==> src/rtl/register_block.sv <==
// Control/status register file: ID, CTRL, sticky W1C event STATUS, IRQ enable,
// scratch and a free-running compare timer, with a registered read port.
module register_block #(
    parameter int          ADDR_W   = 3,
    parameter int          N_EVT    = 4,
    parameter logic [31:0] ID_VALUE = 32'h5045_0001
) (
    input  logic              clk,
    input  logic              reset,
    input  logic              wr,
    input  logic              rd,
    input  logic [ADDR_W:0]   addr,
    input  logic [31:0]       data_i,
    output logic [31:0]       data_o,
    input  logic [N_EVT-1:0]  evt_i,
    output logic [7:0]        ctrl_o,
    output logic              irq_o
);

    logic [7:0]     ctrl_reg,    ctrl_next;
    logic [N_EVT:0] status_reg,  status_next;
    logic [N_EVT:0] irq_en_reg,  irq_en_next;
    logic [31:0]    scratch_reg, scratch_next;
    logic [31:0]    tmr_cnt_reg, tmr_cnt_next;
    logic [31:0]    tmr_cmp_reg, tmr_cmp_next;
    logic [31:0]    rd_data;
    logic [N_EVT:0] w1c_mask;
    logic           tmr_match;
    logic           irq_next;

    // One write-select per mapped writable word; ID (word 0) is read-only.
    logic [6:1] wr_sel;
    genvar gi;
    generate
        for (gi = 1; gi <= 6; gi++) begin : g_dec
            assign wr_sel[gi] = wr && (32'(addr) == gi);
        end
    endgenerate

    // A bus write to the counter pre-empts both the increment and the match.
    assign tmr_match = ctrl_reg[0] && (tmr_cnt_reg == tmr_cmp_reg) && !wr_sel[5];
    assign w1c_mask  = wr_sel[2] ? data_i[N_EVT:0] : '0;

    // Event set has priority over a simultaneous W1C of the same bit.
    generate
        for (gi = 0; gi < N_EVT; gi++) begin : g_status
            assign status_next[gi] = (status_reg[gi] & ~w1c_mask[gi]) | evt_i[gi];
        end
    endgenerate
    assign status_next[N_EVT] = (status_reg[N_EVT] & ~w1c_mask[N_EVT]) | tmr_match;

    always_comb begin
        ctrl_next    = wr_sel[1] ? data_i[7:0]       : ctrl_reg;
        irq_en_next  = wr_sel[3] ? data_i[N_EVT:0]   : irq_en_reg;
        scratch_next = wr_sel[4] ? data_i            : scratch_reg;
        tmr_cmp_next = wr_sel[6] ? data_i            : tmr_cmp_reg;
        tmr_cnt_next = tmr_cnt_reg;
        if (wr_sel[5]) begin
            tmr_cnt_next = data_i;
        end else if (tmr_match) begin
            tmr_cnt_next = '0;
        end else if (ctrl_reg[0]) begin
            tmr_cnt_next = tmr_cnt_reg + 32'd1;
        end
        irq_next = |(status_next & irq_en_next);
    end

    // Read mux uses current register values, so a same-cycle write is not seen.
    always_comb begin
        rd_data = '0;
        case (32'(addr))
            0:       rd_data = ID_VALUE;
            1:       rd_data = {24'd0, ctrl_reg};
            2:       rd_data = 32'(status_reg);
            3:       rd_data = 32'(irq_en_reg);
            4:       rd_data = scratch_reg;
            5:       rd_data = tmr_cnt_reg;
            6:       rd_data = tmr_cmp_reg;
            default: rd_data = '0;
        endcase
    end

    always_ff @(posedge clk or posedge reset) begin
        if (reset) begin
            ctrl_reg    <= '0;
            status_reg  <= '0;
            irq_en_reg  <= '0;
            scratch_reg <= '0;
            tmr_cnt_reg <= '0;
            tmr_cmp_reg <= 32'hFFFF_FFFF;
            data_o      <= '0;
            irq_o       <= 1'b0;
        end else begin
            ctrl_reg    <= ctrl_next;
            status_reg  <= status_next;
            irq_en_reg  <= irq_en_next;
            scratch_reg <= scratch_next;
            tmr_cnt_reg <= tmr_cnt_next;
            tmr_cmp_reg <= tmr_cmp_next;
            irq_o       <= irq_next;
            if (rd) begin
                data_o <= rd_data;
            end
        end
    end

    assign ctrl_o = ctrl_reg;

endmodule

==> config.mk <==
export PLATFORM = sky130hd
export DESIGN_NAME = register_block
export DESIGN_NICKNAME = d
export VERILOG_FILES = /design/src/rtl/register_block.sv
export SDC_FILE = /design/constraint.sdc
export NUM_CORES = 1
export LEC_CHECK = 0
export CORE_ASPECT_RATIO = 1.5
export CORE_MARGIN = 4
export CORE_UTILIZATION = 40
export DETAILED_ROUTE_END_ITERATION = 12
export DONT_BUFFER_PORTS = 1
export PLACE_DENSITY = 0.62
export SLEW_MARGIN = 20
export SYNTH_ARGS = -nofsm -noshare
export SYNTH_HDL_FRONTEND = slang
export SYNTH_SLANG_ARGS = --single-unit
export TNS_END_PERCENT = 20
==> constraint.sdc <==
create_clock -name clk -period 7 [get_ports clk]
set_input_delay 0.7 -clock clk [delete_from_list [all_inputs] [get_ports clk]]
set_output_delay 0.7 -clock clk [all_outputs]
set_load 0.03 [all_outputs]
# Yosys cells after proc, flatten, opt, wreduce, memory -nomap -nowiden
# Cells that the tools add are included.
[totals]
register_bits = 147
latch_bits = 0
mem_bits_rw = 0
mem_bits_ro = 0
inputBits = 44
output_inout_bits = 41
word_cells = 50
n_memories = 0
[classes]
addsub = 1
multipliers = 0
div = 0
magnitude_cmp = 0
eq_ne = 7
shifts = 0
mux = 6
bitwise_logic = 16
reduce_logical = 12
[op_table]
columns = ["operator", "count"]
rows = [
  ["32-bit case mux with 7 select lines", 1],
  ["32-bit 2-to-1 mux", 3],
  ["32-bit by 1-bit adder with 32-bit output, second input constant", 1],
  ["32-bit == test", 1],
  ["4-bit by 3-bit == test with 1-bit output, second input constant", 3],
  ["5-bit 2-to-1 mux", 2],
  ["4-bit by 2-bit == test with 1-bit output, second input constant", 2],
  ["1-bit logical AND", 8],
  ["1-bit bitwise AND", 5],
  ["5-bit bitwise AND", 1],
  ["1-bit inverter", 5],
  ["1-bit OR", 5],
  ["5-bit OR reduction", 1],
  ["4-bit by 1-bit == test with 1-bit output, second input constant", 1],
  ["4-bit zero test", 1],
  ["3-bit nonzero test", 1],
  ["1-bit zero test", 1],
]

# Logic depth before layout (Yosys ltp)
# Gate-level depths: netlist of the first run.
[logic_depth]
ltp_word = 8
ltp_mapped = 9
mapped_depth_nobuf = 7

# Worst setup path before layout of the first run
# No wires, ideal clock.
[synth_path]
kind = "input to register"
startpoint = "input port addr[3]"
endpoint = "register irq_o"
setup_ps = 118
arrival_time_ps = 2255
t_required_ps = 6882
setup_slack_ps = 4627
path_stages = 7
path_buffers = 1
cell_sequence = "nor3b_2 > and3_1 > clkbuf_1 > mux2_2 > a222oi_1 > nand2_1 > a21o_1"
[synth_via]
elab_cells_between_ends = 27
classes_between = "eq/ne (3); mux (2); bitwise (16); reduce/logical (6)"
[synth_lines]
columns = ["element", "line_no", "rtl"]
rows = [
  ["start: declaration", "12", "input logic [ADDR_W:0] addr,"],
  ["4-bit by 2-bit == test with 1-bit output", "36", "assign wr_sel[gi] = wr && (32'(addr) == gi);"],
  ["1-bit logical AND", "36", ""],
  ["5-bit 2-to-1 mux", "54", "irq_en_next = wr_sel[3] ? data_i[N_EVT:0] : irq_en_reg;"],
  ["named net irq_en_next[3]", "22", "logic [N_EVT:0] irq_en_reg, irq_en_next;"],
  ["5-bit bitwise AND", "65", "irq_next = |(status_next & irq_en_next);"],
  ["5-bit OR reduction", "65", ""],
  ["named net irq_next", "29", "logic irq_next;"],
  ["end signal: assignment", "100", "irq_o <= irq_next;"],
  ["end: declaration", "17", "output logic irq_o"],
]
# The timed path passes the listed nets, and every way through them passes these cells.
# A chain may end at the register's enable or synchronous reset.

# Final worst setup path of the first run
[layout_path]
startpoint = "register tmr_cnt_reg[7]"
endpoint = "register tmr_cnt_reg[21]"
[layout_via]
elab_chain_len = 5
elab_cells_between_ends = 8
classes_between = "add/sub (1); eq/ne (1); mux (3); reduce/logical (3)"
[layout_rtl]
columns = ["element", "line_no", "rtl"]
rows = [
  ["start: declaration", "24", "logic [31:0] tmr_cnt_reg, tmr_cnt_next;"],
  ["start signal: assignment", "98", "tmr_cnt_reg <= tmr_cnt_next;"],
  ["branches (longest 5 deep; another with 32-bit by 1-bit adder with 32-bit output)", "--", ""],
]
# Parallel ways; which one is timed is not known. The select of a mux whose other input is x is not followed.

==> flow_metrics.tcl, run 1 <==
set metrics [dict create \
    ys_types 63 \
    final_max_slew_viol_count 0 \
    vias 5959 \
    gp_congestion 0.881 \
    ir_drop_uv 167 \
    synth_area_leader_cell "dfrtp_1" \
    ant_nets 0 \
    cap_violations 0 \
    critical-path-top-delay-family "compound AO/OA/AOI/OAI gates" \
    critPathLaunchType "register" \
    die_width_um 121 \
    num-nets-final 754 \
    coreArea_mm2 0.0191 \
    reg2reg_slack_ps 4020 \
    placed_cells 946 \
    endpoint_kind "register" \
    fill_cells 1828 \
    hp-class "primary input to async pin" \
    critPathRequiredTime_ps 7300 \
    setup-tns-final_ps 0 \
    antenna_found_initial 1 \
    cts-htree-levels 4 \
    layout-drive-gt1-share_pct 23.4 \
    max_stage_delay_ps 910 \
    drt_wl_total_mm 21.8 \
    worst_ep_arrival_time_ps 3280 \
    synth_ff_type "dfrtp_1" \
    grt_start_max_net_pins 86 \
    ys_top_cells_by_area "dfrtp_1 37%, mux2_2 12%, dfstp_2 11%" \
    critical_path_class "register to register" \
    clock-sinks 147 \
    cts_tree "done" \
    yosys.area.top_type_share_pct 37.3 \
    p_per_area_mw_per_mm2 330 \
    synthCells 738 \
    cts_hold_buf 0 \
    dp_hpwl_mm 14.6 \
    rsz0062_at_grt "false" \
    rows 62 \
    fp.dieH_um 178 \
    synth_nets 783 \
    synth.avg_cell_area_um2 10.5 \
    io_buffers 0 \
    crit_path_max_fanout 12 \
    initial_core_util_pct 40.4 \
    finalSetupViolations 0 \
    fin_crit_sh_pct 42.6 \
    synth-async-reset-ratio_pct 100 \
    wl_per_cell_um 22.3 \
    grt_use_total_pct 20.5 \
    crit_slowest_cell "o21ai_1" \
    fmax_mhz 335 \
    ios 85 \
    finalHoldViolCount 0 \
    worstPathCellList "xor2_1, nor4_1, nand4_1, o21ai_1, o41ai_1, a31o_2" \
    min_period_ps 2980 \
    status "finished, final reports clean" \
    ys_seq_area_share_pct 48.2 \
    clkLatencyLatePin_ps 420 \
    via_per_inst 6.09 \
    finClkSkew_ps 12.1 \
    grt_first_pass_wirelength_mm 34.5 \
    cts_resized 0 \
    grt_overflow 0 \
    cts_made_buffers 17 \
    synth_edf_count 0 \
    drc 0 \
    cts_root_buffer "clkbuf_16" \
    ys_seq_elements 147 \
    worstMarginPinSlew_ps 1090 \
    slew_headroom_pct 27.0 \
    die_area_mm2 0.0216 \
    ys_warn_count 0 \
    critPathBufInv 0 \
    syn_area_mm2 0.00772 \
    drtPass1Iterations 7 \
    first_global_vias 5994 \
    cts_buffer_depth 2 \
    final_cells 978 \
    antenna_cells 0 \
    p_leak_nw 3.33 \
    post_cts_buffers 0 \
    clkTransAtPathRegs_ps 70 \
    drt_iter0_markers 570 \
    synthToLayoutAreaGrowth_pct 9.47 \
]
## worst reg2reg max path, delay by kind of cell (launching register included)
| family | cells | cell delay (ps) |
|---|---|---|
| compound gates | 3 | 1410 |
| flops | 1 | 490 |
| simple gates | 2 | 770 |
| xor+xnor | 1 | 210 |
## path summary, 6_finish.rpt
kind                                                  from                           to  depth (start not counted)
worst max register to register  tmr_cnt_reg[7]$_DFFE_PP0P_  tmr_cnt_reg[21]$_DFFE_PP0P_                          6
min in group clk                                        rd       data_o[24]$_DFFE_PP0P_                          1
worst max-delay path            tmr_cnt_reg[7]$_DFFE_PP0P_  tmr_cnt_reg[21]$_DFFE_PP0P_                          6
max in group asynchronous                            reset   scratch_reg[8]$_DFFE_PP0P_                          2
worst min-delay path                                 reset       data_o[26]$_DFFE_PP0P_                          1
worst min register to register  scratch_reg[8]$_DFFE_PP0P_   scratch_reg[8]$_DFFE_PP0P_                          1
## per-stage QoR
stage | power, mW | cell area [um2] | utilization [%] | setup slack [ps] | hold slack, ps
after global routing | 2.93 | 8450 | 44.3 | 3940 | 325
after floorplan | 1.70 | 7720 | - | 2400 | 467
after global placement | 1.83 | 7850 | 41.2 | 3990 | 488
after detailed placement | 1.86 | 7850 | 41.2 | 3930 | 494
after CTS | 2.80 | 8450 | 44.3 | 4140 | 322
final | 2.79 | 8450 | 44.3 | 4020 | 278
## placed cells by master (no fill, tap or decap), types with 8 or more instances in the layout
| cell type | instances |
|---|---|
| nand4_1 | 10 |
| a221oi_1 | 12 |
| nand3_1 | 21 |
| o21ai_0 | 17 |
| nor4_1 | 11 |
| mux2_2 | 80 |
| xor2_1 | 33 |
| a21o_1 | 11 |
| buf_4 | 10 |
| inv_1 | 34 |
| nor2b_1 | 8 |
| nand2_1 | 30 |
| and3_1 | 8 |
| dfstp_2 | 32 |
| nor3_1 | 10 |
| clkbuf_16 | 17 |
| dfrtp_1 | 115 |
| a22o_1 | 23 |
| o22ai_1 | 33 |
| a21oi_1 | 55 |
| nor2_1 | 35 |
| a22oi_1 | 8 |
## cell families after synthesis
group	synth area share [%]
fa+ha+maj	0.162
buf+inv	5.37
flops	48.2
mux	12.4
simple gates	12.8
xor+xnor	3.74
compound gates	17.3
## Yosys cell counts, types with 6 or more instances
cell	n
dfrtp_1	115
mux2_2	80
a21oi_1	55
nor2_1	36
inv_1	35
o22ai_1	33
xor2_1	33
dfstp_2	32
nand2_1	30
clkbuf_1	29
a22o_1	23
nand3_1	21
o21ai_0	17
a221oi_1	12
nor4_1	12
a21o_1	11
nor3_1	11
buf_1	10
buf_2	10
nand4_1	10
a22oi_1	8
and3_1	8
nor2b_1	8
a31oi_1	6
and2_1	6
buf_6	6
mux2i_1	6
o21ai_1	6
## power by group
part	internal (mW)	switching [mW]	total, mW	leakage [nW]
clock	0.564	0.371	0.935	0.285
sequential	1.04	0.225	1.27	1.71
combinational	0.259	0.331	0.590	1.34
## final cells by class
cell class / instances / area [um2] / share of cell area [%]
Multi-Input combinational cell: 497 / 3600 / 42.6
Clock buffer: 20 / 437 / 5.17
Clock inverter: 12 / 159 / 1.88
Tap cell: 256 / 320 / 3.79
Timing Repair Buffer: 10 / 75.1 / 0.888
Inverter: 36 / 140 / 1.66
Sequential cell: 147 / 3720 / 44.0
## layer usage
metal  routed length (um)  GRT usage [%]  up-vias
li1                     -              -     2650
met1                 8280           25.0     3007
met2                11400           35.4      265
met3                 1600           4.73       37
met4                  570           6.96        0
met5                    0              0        -
Note: power is estimated with default switching activity, not from simulation.
==> run 2: changes to the inputs <==
PLACE_DENSITY = 0.64   (was 0.62)
clock period = 2.6 ns   (was 7 ns; I/O delays follow)
==> run 2 against run 1 <==
Count of clock-buffer cells in the layout shrank 2; final cell count increased by 7.4%; final area up 8.1%; critical path type unchanged; highest routed layer unchanged.
==> flow_metrics.tcl, run 2 (same netlist as run 1, synthesis figures left out) <==
set metrics [dict create \
    initial_core_util_pct 40.4 \
    min_path_cells 2 \
    final_max_slew_viol_count 0 \
    grtUsageMet2_pct 35.7 \
    post_cts_buffers 0 \
    r2r-start "tmr_cnt_reg[21]$_DFFE_PP0P_" \
    grt_start_max_net_pins 68 \
    gp_congestion 0.932 \
    wl_per_cell_um 20.8 \
    grt_use_total_pct 20.7 \
    reg2regPathDepth 7 \
    use_met1_pct 24.1 \
    fin_ws_ps 139 \
    setup-tns-final_ps 0 \
    via_per_inst 5.74 \
    ir_drop_uv 380 \
    clkLatencyLatePin_ps 430 \
    p_switching_mw 2.57 \
    use_met3_pct 5.01 \
    ant_nets 0 \
    ios 85 \
    final_common_cell "dfrtp_1" \
    cts-htree-levels 4 \
    min_period_ps 2460 \
    p_per_area_mw_per_mm2 846 \
    critPathLaunchType "register" \
    fin_area_mm2 0.00914 \
    grt_overflow 0 \
    endpoint_kind "register" \
    dpl_worst_slack_ps 152 \
    die_area_mm2 0.0216 \
    coreArea_mm2 0.0191 \
    layout-drive-gt1-share_pct 25.9 \
    critical_path_class "register to register" \
    first_global_vias 6134 \
    p_int_mw 5.16 \
    seqCellArea_mm2 0.00372 \
    placed_area_mm2 0.00813 \
    cts_root_buffer "clkbuf_16" \
    fmax_mhz 406 \
    dp_hpwl_mm 15.3 \
    vias 6031 \
    die_width_um 121 \
    power_frac_seq_pct 43.7 \
    finalSetupViolations 0 \
    cts_tree "done" \
    rows 62 \
    synthToLayoutAreaGrowth_pct 18.4 \
    hp-class "primary input to register" \
    grt_first_pass_wirelength_mm 34.5 \
    cts_made_buffers 17 \
    hold_end "tmr_cnt_reg[12]$_DFFE_PP0P_" \
    io_buffers 0 \
    status "finished, final reports clean" \
    r2r_end "tmr_cnt_reg[30]$_DFFE_PP0P_" \
    cap_violations 0 \
    drt_iter0_markers 361 \
    fill_cells 1831 \
    p_leak_nw 3.68 \
    drt_wl_total_mm 21.9 \
    fp.dieH_um 178 \
    rsz0062_at_grt "false" \
    final_cell_mix "115 x dfrtp_1, 80 x mux2_2, 55 x a21oi_1" \
    cts_resized 0 \
    clkPwrFrac_pct 33.2 \
    reg2reg_slack_ps 140 \
    worst_ep_arrival_time_ps 2750 \
    drtPass1Iterations 5 \
    finalHoldViolCount 0 \
    num-nets-final 827 \
    fin_crit_sh_pct 94.7 \
    top_usage_layer "met2" \
    multiInputGateArea_mm2 0.00359 \
    antenna_found_initial 0 \
    clkTransAtPathRegs_ps 70 \
    worstMarginPinSlew_ps 568 \
    p_total_mw 7.73 \
    p_sw_share_pct 33.2 \
    finClkSkew_ps 12.3 \
    slew_headroom_pct 61.8 \
    critPathRequiredTime_ps 2890 \
    combPwrFrac_pct 23.1 \
    antenna_cells 0 \
    crit_path_max_fanout 14 \
    cts_buffer_depth 2 \
    drc 0 \
    clock-sinks 147 \
    min_from "data_i[12]" \
]
-- run 2: changes by cell type in the layout (fill, tap and decap cells not counted), moves of 2 or more --
cell           before  now
dlygate4sd3_1       0   37
buf_4              10   43
clkinv_4            3    5
clkbuf_1            3    0
buf_12              0    3
-- run 2: worst max-delay path by stage --
stage                                     start                     endpoint  slack (ps)  cells past startpoint
finish              tmr_cnt_reg[21]$_DFFE_PP0P_  tmr_cnt_reg[30]$_DFFE_PP0P_         140                      7
global route         tmr_cnt_reg[3]$_DFFE_PP0P_   tmr_cnt_reg[0]$_DFFE_PP0P_         100                      7
CTS                  tmr_cnt_reg[3]$_DFFE_PP0P_  tmr_cnt_reg[30]$_DFFE_PP0P_         140                      7
detailed placement   tmr_cnt_reg[3]$_DFFE_PP0P_  tmr_cnt_reg[30]$_DFFE_PP0P_         150                      7
global placement     tmr_cnt_reg[3]$_DFFE_PP0P_  tmr_cnt_reg[30]$_DFFE_PP0P_         160                      7
floorplan                                 reset        ctrl_o[0]$_DFFE_PP0P_         520                      1
-- run 2: per-stage QoR --
step | std cells | utilization (%) | hold WS (ps)
3_3_place_gp | 981 | 42.6 | 161
4_1_cts | 1050 | 47.9 | 4.66
6_report | 1050 | 47.9 | 16.1
3_5_place_dp | 981 | 42.6 | 161
5_1_grt | 1050 | 47.9 | 7.79
2_1_floorplan | 738 | - | 370
-- run 2: timing repair --
action / CTS / global route
hold buffers: 38 / 0
setup endpoints to repair: 0 / 0
endpoints found under the hold margin: 154 / 0
-- run 2: routing by layer --
layer / routed length (um) / up-vias
met5: 0 / -
met4: 831 / 0
met3: 1180 / 41
met2: 11300 / 181
met1: 8510 / 3011
li1: - / 2798
-- run 2: area by class of cell --
cell class,count,area share [%]
clock buffer,18,4.81
sequential,147,40.7
tap,256,3.51
timing repair buffer,83,8.24
multi-input combinational,497,39.3
clock inverter,13,1.90
inverter,36,1.52
-- run 2: power by group through the flow --
stage / clock network [mW] / registers [mW] / logic (mW)
2_1_floorplan: 0 / 3.22 / 1.37
3_3_place_gp: 0 / 3.39 / 1.68
3_5_place_dp: 0 / 3.41 / 1.70
4_1_cts: 2.61 / 3.37 / 1.79
5_1_grt: 2.72 / 3.44 / 1.95
6_report: 2.57 / 3.38 / 1.78
-- run 2: worst max-delay path, cell delays in order, from the launching register on --
cell and delay [ps]:
dfrtp_1 460, xor2_1 190, nor4_1 540, nand4_1 330, or2_1 330, buf_4 200, a32oi_1 190, a21oi_1 80
==> run 3: changes to the inputs <==
CORE_MARGIN = 2   (was 4)
==> run 3 against run 2 <==
Final area up 0.11%; clock power down 8.6%; utilization up 0.25 points; sequential cell count unchanged; setup slack better by 11 ps; largest power group unchanged.
==> flow_metrics.tcl, run 3 (same netlist as run 1, synthesis figures left out) <==
set metrics [dict create \
    grt_start_max_net_pins 46 \
    seqCellArea_mm2 0.00372 \
    drtPass1Iterations 5 \
    rsz0062_at_grt "false" \
    cts_hold_buf 38 \
    io_buffers 0 \
    cts_resized 0 \
    dp_hpwl_mm 15.7 \
    worst_ep_arrival_time_ps 2770 \
    layout-drive-gt1-share_pct 26.7 \
    top_usage_layer "met2" \
    vias 6107 \
    slew_headroom_pct 48.5 \
    clkTransAtPathRegs_ps 70 \
    antenna_cells 0 \
    initial_core_util_pct 40.6 \
    critical_path_class "register to register" \
    via_per_inst 5.77 \
    fin_ws_ps 150 \
    reg2reg_slack_ps 150 \
    combPwrFrac_pct 24.1 \
    gp_congestion 0.904 \
    wl_per_cell_um 21.3 \
    cts-htree-levels 4 \
    critPathRequiredTime_ps 2920 \
    r2r_end "tmr_cnt_reg[0]$_DFFE_PP0P_" \
    critPathLaunchType "register" \
    finalHoldViolCount 0 \
    dpl_worst_slack_ps 230 \
    cp-startpoint "tmr_cnt_reg[4]$_DFFE_PP0P_" \
    coreArea_mm2 0.0190 \
    min_from "data_i[14]" \
    crit_path_end "tmr_cnt_reg[0]$_DFFE_PP0P_" \
    setup-tns-final_ps 0 \
    finClkSkew_ps 11.5 \
    use_met3_pct 4.17 \
    power_frac_seq_pct 44.7 \
    fill_cells 1705 \
    cts_tree "done" \
    cap_violations 0 \
    drt_wl_total_mm 22.6 \
    crit_path_max_fanout 9 \
    final_common_cell "dfrtp_1" \
    final_max_slew_viol_count 0 \
    p_per_area_mw_per_mm2 825 \
    hp-class "primary input to register" \
    max_stage_delay_ps 560 \
    fp.dieH_um 174 \
    use_met1_pct 26.5 \
    grtUsageMet2_pct 39.9 \
    multiInputGateArea_mm2 0.00359 \
    die_width_um 117 \
    clkLatencyLatePin_ps 430 \
    clkPwrFrac_pct 31.2 \
    fin_crit_sh_pct 94.2 \
    grt_overflow 0 \
    drc 0 \
    cts_root_buffer "clkbuf_16" \
    rows 62 \
    p_leak_nw 3.69 \
    ios 85 \
    synthToLayoutAreaGrowth_pct 18.5 \
    clock-sinks 147 \
    crit_top_cell "buf_4" \
    r2r-start "tmr_cnt_reg[4]$_DFFE_PP0P_" \
    p_switching_mw 2.63 \
    post_cts_buffers 0 \
    crit_slowest_cell "nor4_1" \
    reg2regPathDepth 8 \
    cts_made_buffers 17 \
    min_period_ps 2450 \
    die_area_mm2 0.0204 \
    status "finished, final reports clean" \
    grt_use_total_pct 22.7 \
    fmax_mhz 408 \
    ir_drop_uv 396 \
    antenna_found_initial 0 \
    grt_first_pass_wirelength_mm 35.8 \
    worstMarginPinSlew_ps 771 \
    endpoint_kind "register" \
    drt_iter0_markers 319 \
    final_cell_mix "115 x dfrtp_1, 80 x mux2_2, 55 x a21oi_1" \
    finalSetupViolations 0 \
    cts_buffer_depth 2 \
    num-nets-final 834 \
    ant_nets 0 \
    p_int_mw 4.92 \
    p_sw_share_pct 34.8 \
    worstPathCellList "xor2_1, nor4_1, nand4_1, buf_4, o21ai_1, buf_4, mux2i_1, mux2_2" \
    first_global_vias 6295 \
]
==> run 3: cell count changes in the layout (fill, tap and decap cells not counted) <==
cell	change
bufinv_16	-3
clkinv_4	-1
clkinvlp_4	+2
buf_4	+6
buf_12	+1
inv_8	+1
inv_6	+2
==> run 3: worst min-delay path by stage <==
stage / end / cells past startpoint
3_3_place_gp: data_o[27]$_DFFE_PP0P_ / 1
5_1_grt: tmr_cnt_reg[14]$_DFFE_PP0P_ / 2
4_1_cts: tmr_cnt_reg[5]$_DFFE_PP0P_ / 2
6_report: tmr_cnt_reg[14]$_DFFE_PP0P_ / 2
3_5_place_dp: data_o[27]$_DFFE_PP0P_ / 1
2_1_floorplan: status_reg[3]$_DFF_PP0_ / 1
==> run 3: layer usage <==
layer | vias to the layer above | share of wire, % | wire length (um)
met3 | 43 | 4.3 | 960
met2 | 163 | 52 | 11800
met1 | 3093 | 40 | 8980
met4 | 0 | 3.8 | 850
met5 | - | 0 | 0
li1 | 2808 | - | -
==> run 3: worst max-delay path: cells and delay by family (launching register included) <==
| kind | cells | cell delay [ps] |
|---|---|---|
| xor gates and xnor gates | 1 | 200 |
| muxes | 2 | 350 |
| and+or+nand+nor | 2 | 750 |
| AOI/OAI and AO/OA | 1 | 170 |
| buffers and inverters | 2 | 400 |
| DFF | 1 | 460 |
==> run 3: final cells by class <==
cell class                      count  area share, %
Clock buffer                       18           4.80
Clock inverter                     14           1.30
Inverter                           36           1.52
Multi-Input combinational cell    497           39.3
Sequential cell                   147           40.7
Tap cell                          256           3.50
Timing Repair Buffer               90           8.95
==> run 3: power groups by stage <==
stage / Sequential, mW / Combinational (mW) / Clock [mW]
2_1_floorplan: 3.22 / 1.37 / 0
3_3_place_gp: 3.38 / 1.72 / 0
5_1_grt: 3.43 / 1.98 / 2.48
3_5_place_dp: 3.40 / 1.73 / 0
6_report: 3.37 / 1.82 / 2.35
4_1_cts: 3.36 / 1.82 / 2.40
==> run 3: stage by stage <==
step / hold slack [ps] / utilization [%] / cells / power, mW / cell area, um2
2_1_floorplan: 370 / - / 738 / 4.58 / 7720
3_3_place_gp: 263 / 43.1 / 988 / 5.10 / 8200
3_5_place_dp: 265 / 43.1 / 988 / 5.13 / 8200
4_1_cts: 2.37 / 48.1 / 1058 / 7.59 / 9150
5_1_grt: 20.9 / 48.1 / 1058 / 7.90 / 9150
6_report: 19.9 / 48.1 / 1058 / 7.54 / 9150
